===== src/rtl/bp_pkg.sv =====
// Shared constants, types and helpers for the branch-predictor chooser slice.
// Latency: none (declarations only).
// Backpressure: none (declarations only).
package bp_pkg;

   // RV32 conditional-branch major opcode (beq/bne/blt/bge/bltu/bgeu).
   localparam logic [6:0] OPC_BRANCH = 7'b1100011;

   // Shape of the default chooser configuration (2 predictors, 2-bit counters).
   localparam int unsigned DFLT_NUM_PRED = 2;
   localparam int unsigned DFLT_CTR_BITS = 2;

   // One confidence counter and one chooser-table entry for the default shape.
   // bp_chooser declares a parameter-sized equivalent of the same layout so
   // that non-default configurations keep the identical packing.
   typedef logic [DFLT_CTR_BITS-1:0] ctr_t;
   typedef ctr_t [DFLT_NUM_PRED-1:0] entry_t;

   // Reset value of a confidence counter: the weakly-confident midpoint.
   function automatic int unsigned ctr_init(input int unsigned ctr_bits);
      return 32'd1 << (ctr_bits - 1);
   endfunction

endpackage


===== src/rtl/bp_sat_ctr.sv =====
// Next-state logic for an up/down counter that saturates at 0 and all-ones.
// Latency: combinational, zero cycles; the caller owns the register.
// Backpressure: none; clr wins over inc/dec, inc together with dec holds.
module bp_sat_ctr #(
   parameter int unsigned W = 2
) (
   input  logic [W-1:0] cur,
   input  logic         inc,
   input  logic         dec,
   input  logic         clr,
   output logic [W-1:0] nxt
);

   localparam logic [W-1:0] CTR_MAX = '1;

   // Clear has priority; otherwise step once toward the requested end and stop there.
   always_comb begin
      nxt = cur;
      if (clr) begin
         nxt = '0;
      end else if (inc && !dec && (cur != CTR_MAX)) begin
         nxt = cur + W'(1);
      end else if (dec && !inc && (cur != '0)) begin
         nxt = cur - W'(1);
      end
   end

endmodule


===== src/rtl/bp_chooser.sv =====
// Tournament chooser: per-PC confidence table picks a component predictor; scores resolves.
// Latency: lookup is combinational; training, hit flags and stats update one cycle after a resolve.
// Backpressure: none; a resolve can be accepted every cycle.
module bp_chooser
   import bp_pkg::*;
#(
   parameter int unsigned NUM_PRED  = 2,
   parameter int unsigned IDX_BITS  = 6,
   parameter int unsigned CTR_BITS  = 2,
   parameter int unsigned STAT_BITS = 32,
   localparam int unsigned SEL_W    = (NUM_PRED > 1) ? $clog2(NUM_PRED) : 1
) (
   input  logic                 clk,
   input  logic                 rst_n,
   input  logic [31:0]          lu_pc,
   input  logic [NUM_PRED-1:0]  lu_preds,
   output logic [SEL_W-1:0]     lu_sel,
   output logic                 lu_prediction,
   input  logic                 res_valid,
   input  logic [31:0]          res_inst,
   input  logic [31:0]          res_pc,
   input  logic                 res_taken,
   input  logic [NUM_PRED-1:0]  res_pred,
   input  logic                 res_final,
   input  logic                 clr_stats,
   output logic [NUM_PRED-1:0]  correct,
   output logic                 final_correct,
   output logic [STAT_BITS-1:0] branch_cnt,
   output logic [STAT_BITS-1:0] mispred_cnt
);

   localparam int unsigned DEPTH = 1 << IDX_BITS;
   localparam logic [CTR_BITS-1:0] CTR_INIT = CTR_BITS'(ctr_init(CTR_BITS));

   // Parameter-sized version of the package entry layout.
   typedef logic [CTR_BITS-1:0]          chooser_ctr_t;
   typedef chooser_ctr_t [NUM_PRED-1:0]  chooser_entry_t;

   chooser_entry_t        tbl [DEPTH];

   logic                  armed;
   logic                  qual;
   logic [NUM_PRED-1:0]   hit;
   logic [IDX_BITS-1:0]   lu_idx;
   logic [IDX_BITS-1:0]   upd_idx;
   chooser_entry_t        lu_entry;
   chooser_entry_t        upd_entry;
   chooser_entry_t        upd_next;
   logic [STAT_BITS-1:0]  branch_nxt;
   logic [STAT_BITS-1:0]  mispred_nxt;
   logic                  mispredict;
   logic                  unused_bits;

   // PC bits outside the word-aligned index field do not take part in the table.
   assign unused_bits = ^{res_inst[31:7], res_pc[31:IDX_BITS+2], res_pc[1:0],
                          lu_pc[31:IDX_BITS+2], lu_pc[1:0]};

   // Only conditional branches train or count. Identity compares keep an
   // unknown opcode or valid from qualifying. 'armed' drops the resolve that
   // coincides with the first clock after reset release.
   assign qual       = armed && (res_valid === 1'b1) && (res_inst[6:0] === OPC_BRANCH);
   assign hit        = ~(res_pred ^ {NUM_PRED{res_taken}});
   assign mispredict = (res_final != res_taken);

   assign lu_idx    = lu_pc[IDX_BITS+1:2];
   assign upd_idx   = res_pc[IDX_BITS+1:2];
   assign lu_entry  = tbl[lu_idx];
   assign upd_entry = tbl[upd_idx];

   // Per-predictor training: agree with the outcome -> more confident, else less.
   for (genvar g = 0; g < NUM_PRED; g++) begin : g_train
      bp_sat_ctr #(.W(CTR_BITS)) u_ctr (
         .cur (upd_entry[g]),
         .inc (hit[g]),
         .dec (!hit[g]),
         .clr (1'b0),
         .nxt (upd_next[g])
      );
   end

   // Argmax over the looked-up counters; strict '>' keeps ties on the lowest index.
   always_comb begin
      chooser_ctr_t best_val;
      lu_sel   = '0;
      best_val = lu_entry[0];
      for (int i = 1; i < NUM_PRED; i++) begin
         if (lu_entry[i] > best_val) begin
            best_val = lu_entry[i];
            lu_sel   = SEL_W'(i);
         end
      end
   end

   assign lu_prediction = lu_preds[lu_sel];

   // Table write-back; lookup reads the array directly, so a same-index lookup sees old counters.
   always_ff @(posedge clk or negedge rst_n) begin
      if (!rst_n) begin
         for (int k = 0; k < DEPTH; k++) begin
            tbl[k] <= {NUM_PRED{CTR_INIT}};
         end
      end else if (qual) begin
         tbl[upd_idx] <= upd_next;
      end
   end

   // Resolve gate: stays low through reset and the first clock after release.
   always_ff @(posedge clk or negedge rst_n) begin
      if (!rst_n) begin
         armed <= 1'b0;
      end else begin
         armed <= 1'b1;
      end
   end

   // Hit flags hold between branches; the final-prediction flag is a single-cycle pulse.
   always_ff @(posedge clk or negedge rst_n) begin
      if (!rst_n) begin
         correct       <= '0;
         final_correct <= 1'b0;
      end else begin
         final_correct <= qual && !mispredict;
         if (qual) begin
            correct <= hit;
         end
      end
   end

   // Performance statistics: saturating, with clear taking priority over a count.
   bp_sat_ctr #(.W(STAT_BITS)) u_branch_stat (
      .cur (branch_cnt),
      .inc (qual),
      .dec (1'b0),
      .clr (clr_stats),
      .nxt (branch_nxt)
   );

   bp_sat_ctr #(.W(STAT_BITS)) u_mispred_stat (
      .cur (mispred_cnt),
      .inc (qual && mispredict),
      .dec (1'b0),
      .clr (clr_stats),
      .nxt (mispred_nxt)
   );

   // Statistics registers.
   always_ff @(posedge clk or negedge rst_n) begin
      if (!rst_n) begin
         branch_cnt  <= '0;
         mispred_cnt <= '0;
      end else begin
         branch_cnt  <= branch_nxt;
         mispred_cnt <= mispred_nxt;
      end
   end

endmodule

===== config.mk =====
export PLATFORM = sky130hd
export DESIGN_NAME = bp_chooser
export DESIGN_NICKNAME = d
export VERILOG_FILES = /design/src/rtl/bp_pkg.sv /design/src/rtl/bp_sat_ctr.sv /design/src/rtl/bp_chooser.sv
export SDC_FILE = /design/constraint.sdc
export NUM_CORES = 1
export LEC_CHECK = 0
export CAP_MARGIN = 25
export CORE_ASPECT_RATIO = 0.6
export CORE_MARGIN = 10
export CORE_UTILIZATION = 35
export DETAILED_ROUTE_END_ITERATION = 10
export GPL_TIMING_DRIVEN = 1
export SKIP_CTS_REPAIR_TIMING = 1
export SLEW_MARGIN = 0
export SYNTH_ARGS = -nofsm -noshare
export SYNTH_HDL_FRONTEND = slang
export SYNTH_SLANG_ARGS = --single-unit

===== constraint.sdc =====
create_clock -name clk -period 5.33 [get_ports clk]
set_input_delay 0.533 -clock clk [delete_from_list [all_inputs] [get_ports clk]]
set_output_delay 0.533 -clock clk [all_outputs]
set_load 0.005 [all_outputs]

# [Word-level counts from Yosys, hierarchy flattened]
# Index checks and enable logic that the tools add are counted.
[word_totals] latch_bits=0 romBits=0 mem_count=0 out_inout_bits=69 ram_bits=0 ff_bits=324
[op_classes] n_lt_le_gt_ge=5 n_reduce_logical=18 n_eq_ne=7 div_mod_pow=0 mul=0 add_sub_neg=6 mux=20 shift=0 bitwise=4
[op_table] operator="bitwise mux 256 bit" count=1
[op_table] operator="two-way mux 32 bit" count=4
[op_table] operator="adder 32 x 1 -> 32 bit, second input constant" count=2
[op_table] operator="inequality test 32 bit, second input constant" count=2
[op_table] operator="binary-select mux 4 bit (select 6 bit)" count=2
[op_table] operator="demux 4 bit (select 6 bit)" count=1
[op_table] operator="two-way mux 4 bit" count=5
[op_table] operator=">= comparator 7 bit, second input constant" count=2
[op_table] operator="NOT 6 -> 7 bit" count=2
[op_table] operator="logical AND 1 bit" count=11
[op_table] operator="two-way mux 2 bit" count=4
[op_table] operator="nonzero test 2 bit" count=4
[op_table] operator="case equality test 7 bit, second input constant" count=1
[op_table] operator="less-than comparator 7 x 1 -> 1 bit, second input constant" count=1
[op_table] operator="adder 2 x 1 -> 2 bit, second input constant" count=2
[op_table] operator="inequality test 2 bit, second input constant" count=2
[op_table] operator="subtractor 2 x 1 -> 2 bit, second input constant" count=2
[op_table] operator="logical NOT 1 bit" count=3
[op_table] operator="two-way mux 1 bit" count=3
[op_table] operator="> comparator 2 bit" count=1
[op_table] operator="less-than comparator 1 x 2 -> 1 bit, second input constant" count=1
[op_table] operator="NOT 2 bit" count=1
[op_table] operator="XOR 2 bit" count=1
[op_table] operator="case equality test 1 bit, second input constant" count=1
[op_table] operator="inequality test 1 bit" count=1

# [Logic depth before layout (Yosys ltp)]
[logic_depth] word_depth=9 depth_mapped=17

# [Cells and area by module]
# From an unflattened synthesis, not the netlist that was laid out.
[unflattened] cells_unflattened=1713 hier_area_um2=19769.0
[by_module_without_submodules] mod="bp_chooser" cells_each=1162 area_each_um2=16200.5 instances=1
[by_module_without_submodules] mod="bp_sat_ctr at u_mispred_stat" cells_each=264 area_each_um2=1682.9 instances=1
[by_module_without_submodules] mod="bp_sat_ctr at u_branch_stat" cells_each=251 area_each_um2=1637.8 instances=1
[by_module_without_submodules] mod="bp_sat_ctr at g_train[0].u_ctr ..." cells_each=18 area_each_um2=123.9 instances=2

# [Worst setup path before layout]
# OpenSTA, ideal clock, no wires.
[synth_path] path_kind="input to output" startpoint="input port lu_pc[2]" endpoint="output port lu_prediction" required_time_ns=4.797 slack_ns=1.125 stages=9 t_arrival_ns=3.672 n_path_buf=2 path_cell_list="buf_2 buf_1 mux4_2 mux4_2 mux4_2 ha_1 a21oi_1 a21oi_1 mux2_2"
[synth_between] elab_chain_len=8
[synth_lines] element="start, declared" line_no="bp_chooser.sv:15" rtl="input logic [31:0] lu_pc,"
[synth_lines] element="NOT 6 -> 7 bit (implied by the code)" line_no="bp_chooser.sv:67" rtl="assign lu_entry = tbl[lu_idx];"
[synth_lines] element="binary-select mux 4 bit (select 6 bit)" line_no="bp_chooser.sv:67"
[synth_lines] element="two-way mux 4 bit (implied by the code) (2 in a row)" line_no="bp_chooser.sv:67"
[synth_lines] element="> comparator 2 bit" line_no="bp_chooser.sv:87" rtl="if (lu_entry[i] > best_val) begin"
[synth_lines] element="two-way mux 1 bit" line_no="bp_chooser.sv:87"
[synth_lines] element="via lu_sel" line_no="bp_chooser.sv:17" rtl="output logic [SEL_W-1:0] lu_sel,"
[synth_lines] element="two-way mux 1 bit (implied by the code) (2 in a row)" line_no="bp_chooser.sv:94" rtl="assign lu_prediction = lu_preds[lu_sel];"
[synth_lines] element="end, declared" line_no="bp_chooser.sv:18" rtl="output logic lu_prediction,"
# The timed path passes the listed nets, and every way through them passes these cells. The select of a mux whose other input is x is not followed.

# [Worst setup path after layout]
[layout_path] startpoint="input port lu_pc[2]" endpoint="output port lu_prediction"
[layout_between] elab_chain_len=8
[layout_lines] element="NOT 6 -> 7 bit (implied by the code)" line_no="bp_chooser.sv:67"
[layout_lines] element="binary-select mux 4 bit (select 6 bit)" line_no="bp_chooser.sv:67"
[layout_lines] element="two-way mux 4 bit (implied by the code) (2 in a row)" line_no="bp_chooser.sv:67"
[layout_lines] element="> comparator 2 bit" line_no="bp_chooser.sv:87"
[layout_lines] element="two-way mux 1 bit" line_no="bp_chooser.sv:87"
[layout_lines] element="two-way mux 1 bit (implied by the code) (2 in a row)" line_no="bp_chooser.sv:94"
# No other way between the ends. The select of a mux whose other input is x is not followed.

==> out/results.txt <==
final worst-path cycle share = 86.9%
1st-iter DRT viols = 1640
CP endpoint kind = output pin
first-pass GRT wire length = 85700 um
overall routing resource usage = 18.8%
fillers = 4717
Synth area leader = dfrtp_1
final hold violations = 1
CP max stage delay = 0.65 ns
internal power = 0.00416 W
GRT overflow = 0
worst reg2reg startpoint = tbl[176]
hpwl dp = 39900 um
max-cap viol count = 0
number of remaining DRC errors = 0
Cell Chain, Critical Path = buf_4, buf_12, mux4_2, mux4_2, mux4_2, ha_1, a21oi_1, a21oi_1, mux2_2, clkdlybuf4s50_1
dominant cells by area after synthesis = dfrtp_1 (28%), dfstp_2 (19%), mux4_2 (15%)
Worst Tran Pin Value = 1.16 ns
CTS Root Cell = clkbuf_16
I/O Buffers = 97
Initial Utilization = 35.4%
FF+latch count, synth = 324
final-stage net count = 1826
post-route design area = 0.0204 sq mm
fraction of registers with async set or reset after synthesis = 100%
largest net degree at the start of global routing = 145
Post-Layout Cell Count = 2387
startpoint types = input port
Max VDD drop = 0.165 mV
vias in the first global route = 13200
Critical Path Fanout Max = 36
layout cells sized above 1 = 24.7%
die height = 193 um
sequential share of power = 44.5%
dpl cell area = 0.0192 sq mm
Crit path arrival time = 4.10 ns
drt wl/cell = 23.4 um
Main synth FF type = dfrtp_1
critical path's slowest cell = mux4_2
fin. max-slew vios = 0
Leakage = 7.81 nW
TNS Setup = 0 ns
Seq/Total Area, Yosys = 47.4%
pwr dens = 272 mW/mm^2
Reg2Reg Depth = 10
Syn Area/Cell = 10.7 sq um
Max Fclk = 216 MHz
DP Cell Count = 2325
RSZ-0062 raised after global routing = false
multi-input logic area = 0.00866 sq mm
area of the core = 0.0493 sq mm
die area = 0.0595 sq mm
Crit path required time = 4.80 ns
Sw Ratio = 25.1%
minimum clock period = 4.63 ns
clock share of power = 47.0%
post-synthesis cell type count = 62
Antenna diodes = 0
Syn. warnings = 0
Comb power frac = 8.6%
die width = 308 um
Worst-path clk slew = 0.06 ns
Cell Area, Synth = 0.0174 sq mm
Clock Path Buffers = 3
hold_ws = -0.00281 ns
clk_lat worst skew = 0.55 ns
post-synth top area share = 28.1%
final setup fails = 0
Switch Pwr = 0.00139 W
Setup Skew = 0.0367 ns
I/O pin count = 175
Post-Route WL = 55900 um
relative slew slack = 22.7%
start point of the critical path = lu_pc[2]
Mapped Cells = 1627
cell mode on critical path = mux4_2
GPL Wtd Cong = 0.938
Register Area = 0.00827 sq mm
CTS tree = done
violated checks = hold timing
status = finished, violations left
CTS sink cnt = 324
Post-synth EDFFs = 0
first drt pass iteration count = 5
num rows = 63
TritonCTS buffer count = 34
routed via count = 13600
CTS HTree Levels = 2
vias per cell = 5.71
Area growth syn-to-layout = 16.8%
HP Class = input port to asynchronous set/reset pin
antenna violations before repair = 2
Final ANT Viol Nets = 0
syn nets = 1741
Crit Path Category = input port to output pin
==> power by group through the flow <==
stage	sequential [W]	combinational [W]	clock (W)
floorplan	0.00251	0.000273	0
global placement	0.00251	0.000464	0
detailed placement	0.00251	0.000472	0
CTS	0.00247	0.000473	0.00266
global route	0.00247	0.000507	0.00276
finish	0.00247	0.000475	0.00261
==> cells by family after synthesis <==
family,after synthesis,share of synthesized area (%)
AOI/OAI and AO/OA,361,13.0
xor gates and xnor gates,63,3.21
adders and majority gates,8,0.574
buffers and inverters,107,3.16
DFF,324,47.4
muxes,162,17.5
other,1,0.0215
and+or+nand+nor,601,15.1
==> critical path: cells and delay by family <==
| kind | cells | cell delay [ns] |
|---|---|---|
| AO/OA/AOI/OAI | 2 | 0.33 |
| adder cells (fa/ha/maj) | 1 | 0.31 |
| buffers and inverters | 3 | 0.89 |
| multiplexers | 4 | 2.00 |
==> layout make-up <==
class / count / area share (%)
Clock buffer: 47 / 4.91
Clock inverter: 14 / 1.01
Inverter: 20 / 0.368
Multi-Input combinational cell: 1196 / 42.5
Sequential cell: 324 / 40.6
Tap cell: 650 / 3.99
Timing Repair Buffer: 136 / 6.67
==> Yosys cell counts (all sizes together), types with 24 or more instances <==
master / n
nor2: 93
nand2: 359
and3: 24
mux4: 114
o21ai: 272
xnor2: 26
mux2i: 40
dfrtp: 196
buf: 64
dfstp: 128
xor2: 37
nand3: 36
==> layer usage <==
metal | wire length (um) | GRT usage [%] | part of all wire [%] | vias to the layer above
met3 | 6350 | 6.82 | 11 | 54
li1 | - | - | - | 6068
met4 | 657 | 3.07 | 1.2 | 0
met1 | 26200 | 28.3 | 47 | 6863
met2 | 22700 | 25.4 | 41 | 648
met5 | 0 | 0 | 0 | -
==> cells in the final DEF, fill, tap and decap left out, drive strengths merged, types with 17 or more instances in the layout <==
cell type      count
a221oi            17
and3              24
buf               46
clkbuf            47
clkdlybuf4s50     90
dfrtp            196
dfstp            128
inv               21
mux2i             40
mux4             114
nand2            359
nand3             36
nand4             18
nor2              93
nor3              18
o21ai            272
xnor2             26
xor2              37
==> metrics by stage <==
step | hold WS (ns) | setup slack, ns | utilization, % | power, W
final | -0.00281 | 0.699 | 41.3 | 0.00555
after CTS | 0.0491 | 0.688 | 41.3 | 0.00561
after global placement | 0.456 | 0.669 | 38.8 | 0.00298
after detailed placement | 0.465 | 0.583 | 38.8 | 0.00298
after global routing | 0.0356 | 0.551 | 41.3 | 0.00573
after floorplan | 0.237 | 1.12 | - | 0.00279
==> path summary, 6_finish.rpt <==
path	end	slack [ns]
min in group clk	tbl[23]	0.48
min reg2reg	tbl[23]	0.48
min	branch_cnt[15]	-0.003
max reg2reg	tbl[176]	1.50
max in group asynchronous	tbl[100]	4.00
max	lu_prediction	0.70
==> flip-flops by register name, summed over array words and instances (netlist names) <==
register       cells
final_correct      1
correct            2
armed              1
tbl              256
mispred_cnt       32
branch_cnt        32
(Power assumes the default switching activity.)
